## src/rtl/uart_tx.sv

```systemverilog
// uart_tx: tick-driven UART frame serialiser (start, LSB-first data, optional parity, stop).
// Define UART_TX_PARITY_EN to insert a parity bit after the data bits.
module uart_tx #(
  parameter int OVERSAMPLING = 16,
  parameter int DATA_BITS    = 8,
  parameter int STOP_BITS    = 1,
  parameter int PARITY_ODD   = 0
) (
  input  logic                 i_clk,
  input  logic                 i_rst_n,
  input  logic                 i_tick,
  input  logic [DATA_BITS-1:0] i_data,
  input  logic                 i_valid,
  output logic                 o_ready,
  output logic                 o_tx,
  output logic                 o_busy
);
  localparam int TW = $clog2(OVERSAMPLING);
  localparam logic [TW-1:0] TICK_LAST = TW'(OVERSAMPLING - 1);
  localparam logic [3:0] DATA_LAST = 4'(DATA_BITS - 1);
  localparam logic [3:0] STOP_LAST = 4'(STOP_BITS - 1);
  typedef enum logic [2:0] {
    IDLE, START, DATA, STOP
`ifdef UART_TX_PARITY_EN
    , PARITY
`endif
  } state_e;
  state_e state_q, state_d;
  logic [TW-1:0] tick_q, tick_d;
  logic [3:0] bit_q, bit_d;
  logic [DATA_BITS-1:0] shift_q, shift_d;
  logic tx_q, tx_d;
  logic xfer, adv;
  assign xfer = state_q == IDLE && i_valid;
  assign adv = state_q != IDLE && i_tick && tick_q == TICK_LAST;
  always_ff @(posedge i_clk or negedge i_rst_n) begin
    if (!i_rst_n) begin
      state_q <= IDLE;
      tick_q  <= '0;
      bit_q   <= '0;
      shift_q <= '0;
      tx_q    <= 1'b1;
    end else begin
      state_q <= state_d;
      tick_q  <= tick_d;
      bit_q   <= bit_d;
      shift_q <= shift_d;
      tx_q    <= tx_d;
    end
  end
`ifdef UART_TX_PARITY_EN
  logic par_q;
  // parity is taken from the byte as latched, before any shifting
  always_ff @(posedge i_clk or negedge i_rst_n) begin
    if (!i_rst_n) par_q <= 1'b0;
    else if (xfer) par_q <= ^i_data ^ 1'(PARITY_ODD);
  end
`else
  logic unused_par_odd;
  assign unused_par_odd = 1'(PARITY_ODD);
`endif
  always_comb begin
    state_d = state_q;
    tick_d  = tick_q;
    bit_d   = bit_q;
    shift_d = shift_q;
    if (xfer) begin
      state_d = START;
      tick_d  = '0;
      bit_d   = '0;
      shift_d = i_data;
    end else if (state_q != IDLE && i_tick) begin
      tick_d = adv ? '0 : tick_q + 1'b1;
      if (adv) begin
        case (state_q)
          START: state_d = DATA;
          DATA: begin
            shift_d = shift_q >> 1;
            bit_d   = bit_q == DATA_LAST ? '0 : bit_q + 1'b1;
`ifdef UART_TX_PARITY_EN
            if (bit_q == DATA_LAST) state_d = PARITY;
          end
          PARITY: state_d = STOP;
`else
            if (bit_q == DATA_LAST) state_d = STOP;
          end
`endif
          STOP: begin
            bit_d = bit_q == STOP_LAST ? '0 : bit_q + 1'b1;
            if (bit_q == STOP_LAST) state_d = IDLE;
          end
          default: state_d = state_q;
        endcase
      end
    end
  end
  // line level follows the next state so the registered output never glitches
  always_comb begin
    tx_d = 1'b1;
    case (state_d)
      START:  tx_d = 1'b0;
      DATA:   tx_d = shift_d[0];
`ifdef UART_TX_PARITY_EN
      PARITY: tx_d = par_q;
`endif
      default: tx_d = 1'b1;
    endcase
  end
  assign o_ready = state_q == IDLE;
  assign o_busy  = !o_ready;
  assign o_tx    = tx_q;
endmodule

```

## config.mk

```make
export PLATFORM = sky130hd
export DESIGN_NAME = uart_tx
export DESIGN_NICKNAME = d
export VERILOG_FILES = /design/src/rtl/uart_tx.sv
export SDC_FILE = /design/constraint.sdc
export NUM_CORES = 1
export LEC_CHECK = 0
export ABC_AREA = 1
export CAP_MARGIN = 20
export CORE_UTILIZATION = 48
export DETAILED_ROUTE_END_ITERATION = 12
export GPL_TIMING_DRIVEN = 0
export HOLD_SLACK_MARGIN = 0.05
export PLACE_DENSITY = 0.77
export SKIP_CTS_REPAIR_TIMING = 1
export SYNTH_ARGS = -nofsm -noshare
export SYNTH_HDL_FRONTEND = slang
export SYNTH_SLANG_ARGS = --single-unit
```

## constraint.sdc

```tcl
create_clock -name i_clk -period 1.5 [get_ports i_clk]
set_input_delay 0.3 -clock i_clk [delete_from_list [all_inputs] [get_ports i_clk]]
set_output_delay 0.3 -clock i_clk [all_outputs]
set_load 0.1 [all_outputs]
```

==> results.json <==
{
  "cp.depth": 4,
  "maxSlewViolCount": 0,
  "critPathCaptureType": "output pin",
  "yosysUniqueCellTypes": 25,
  "die_y_um": 51.00,
  "dp_cells": 189,
  "critPathBufInv": 2,
  "die_w_um": 51.00,
  "period_needed_ns": 1.605,
  "tightest_slew_ns": 0.9005,
  "synth_top_area_share_pct": 41.26,
  "drc": 0,
  "worstSetupPathType": "flip-flop to output pin",
  "grt.busiest_layer": "met2",
  "postSynthCellCount": 147,
  "crit_family": "flip-flops",
  "drtAntennaViolNets": 0,
  "max_stage_delay_ns": 0.47,
  "ios": 15,
  "period_share_pct": 107.0,
  "dp_hpwl_um": 1865,
  "crit_path_start_kind": "flip-flop",
  "timing.final.hold_violations": 0,
  "clk_pin_slew_ns": 0.11,
  "grt_start_max_net_pins": 21,
  "wl_per_cell_um": 14.17,
  "syn-cell-area_um2": 1152,
  "cts.sinks": 20,
  "peakVddDrop_mv": 1.061,
  "synthArstFlopShare_pct": 100.0,
  "syn-num-nets": 162,
  "rows": 17,
  "yosys-top-cells-area": "dfrtp_1 (41%), nand2_1 (13%), nand3_1 (7.4%), inv_1 (4.6%), o21ai_0 (4.3%)",
  "dieArea_um2": 2600,
  "grt-ovfl-total": 0,
  "vias": 1149,
  "layout.nets": 194,
  "via_per_inst": 5.578,
  "grt_util_met1_pct": 27.13,
  "met3_usage_pct": 3.571,
  "power_density_nw_per_um2": 1284,
  "status": "finished, violations left",
  "ys_seq_elements": 20,
  "skew_ns": 0.002823,
  "clock_latency_ns": 0.30,
  "avgSynthCellArea_um2": 7.839,
  "synth_top_area_cell": "dfrtp_1",
  "cts.htree.levels": 1,
  "synth_commonest_cells": "nand2_1 (39), dfrtp_1 (19), nand3_1 (17)",
  "met2_usage_pct": 37.72,
  "slowest_stage": "dfrtp_2",
  "antenna_found_initial": 0,
  "globalplace.congestion": 0.8025,
  "crit_chain": "nor2_4 -> nand2_8 -> inv_16 -> buf_12",
  "layout-drive-gt1-share_pct": 29.21,
  "synth-edff-count": 0,
  "leakagePower_nw": 0.7794,
  "rsz0062_at_grt": "true",
  "setup_slack_ns": -0.1051,
  "synth.most_common_cell": "nand2_1",
  "drt_iter0_drc": 51,
  "hold_path.class": "primary input to async pin",
  "syn_to_final_growth_pct": 36.59,
  "grt_pass1_wl_um": 4229,
  "required_ns": 1.20,
  "cts_tree": "done",
  "critPathMaxFanout": 5,
  "fmax_mhz": 623.0,
  "grt.total_usage_pct": 21.81,
  "drt-total-wl_um": 2920,
  "setup_viol": 10,
  "core_um2": 2233,
  "grt_pass1_vias": 1029,
  "violations": "setup timing",
  "cts_buffers": 3,
  "ys_seq_area_share_pct": 43.54,
  "firstDrtPassIters": 4,
  "yosysWarnings": 0,
  "cts_root_buf": "clkbuf_4",
  "crit_arrival_ns": 1.31,
  "reg2reg_depth": 7,
  "cts.path.max_buffers": 2,
  "whs_ns": 0.4919,
  "diodes": 0,
  "slew_headroom_pct": 39.78,
  "final_cells": 206,
  "drv_cap": 0,
  "start_util_pct": 51.60,
  "io_buffers": 14,
  "synth_ff_type": "dfrtp_1"
}
[layer usage]
layer	vias to the layer above	part of all wire (%)
li1	543	-
met1	551	41
met2	41	52
met3	14	4.8
met4	0	2.6
met5	-	0
[cell families after synthesis]
family / synth area share (%)
fa+ha+maj: 3.258
buf+inv: 8.143
compound gates: 10.86
flops: 43.54
simple gates: 34.20
[layout make-up]
class	count	area [um2]
inverter	21	97.59
multi-input combinational	105	655.6
clock buffer	4	26.28
timing repair buffer	26	239.0
tap	28	35.03
sequential	20	505.5
fill	177	659.4
buffer	2	15.01
[worst register-to-register path, stage by stage (launching register included)]
cell	delay [ns]
dfrtp_1	0.43
ha_2	0.21
nand2_2	0.08
nor2_4	0.18
nand3_4	0.16
o21ai_4	0.21
nand2_1	0.07
a22oi_1	0.13
[final timing paths]
| check | from | to | slack (ns) |
|---|---|---|---|
| min in group i_clk | shift_q[1]$_DFFE_PN0P_ | shift_q[1]$_DFFE_PN0P_ | 0.50 |
| min reg2reg | shift_q[1]$_DFFE_PN0P_ | shift_q[1]$_DFFE_PN0P_ | 0.50 |
| max reg2reg | tick_q[0]$_DFFE_PN0P_ | bit_q[2]$_DFFE_PN0P_ | -0.05 |
| min | i_rst_n | tick_q[3]$_DFFE_PN0P_ | 0.49 |
| max | state_q[0]$_DFF_PN0_ | o_ready | -0.11 |
| max in group asynchronous | i_rst_n | state_q[2]$_DFF_PN0_ | 0.40 |
[sequential cells by signal (all words and copies together) (netlist names)]
signal   cells
shift_q      8
tick_q       4
bit_q        4
o_tx         1
state_q      3
[through the flow]
step	power, mW	setup WS, ns	util [%]	TNS [ns]	instance area [um2]
after floorplan	1.421	0.001092	-	0	1197
after CTS	1.888	-1.084	62.63	-3.619	1399
after global placement	1.566	-0.7276	61.46	-3.438	1373
final	2.021	-0.1051	70.48	-0.4051	1574
after global routing	2.161	-0.1441	70.48	-1.371	1574
after detailed placement	1.622	-0.7386	61.46	-3.933	1373
[power by group]
part           internal, mW  switching, mW  total [mW]
clock network         0.104          0.167       0.271
logic                 0.317          0.527       0.843
registers             0.750          0.156       0.906
[placed cells by master (no fill, tap or decap), drive strengths merged]
cell / count
o21ai: 12
clkdlybuf4s50: 11
buf: 15
ha: 3
a22oi: 1
nor2: 8
nand3: 19
nand2: 44
o22ai: 1
clkbuf: 6
dfrtp: 19
or2: 1
dfstp: 1
inv: 21
a21oi: 8
o211ai: 1
nor3: 4
nand4: 3
Note: power is estimated with default switching activity, not from simulation.
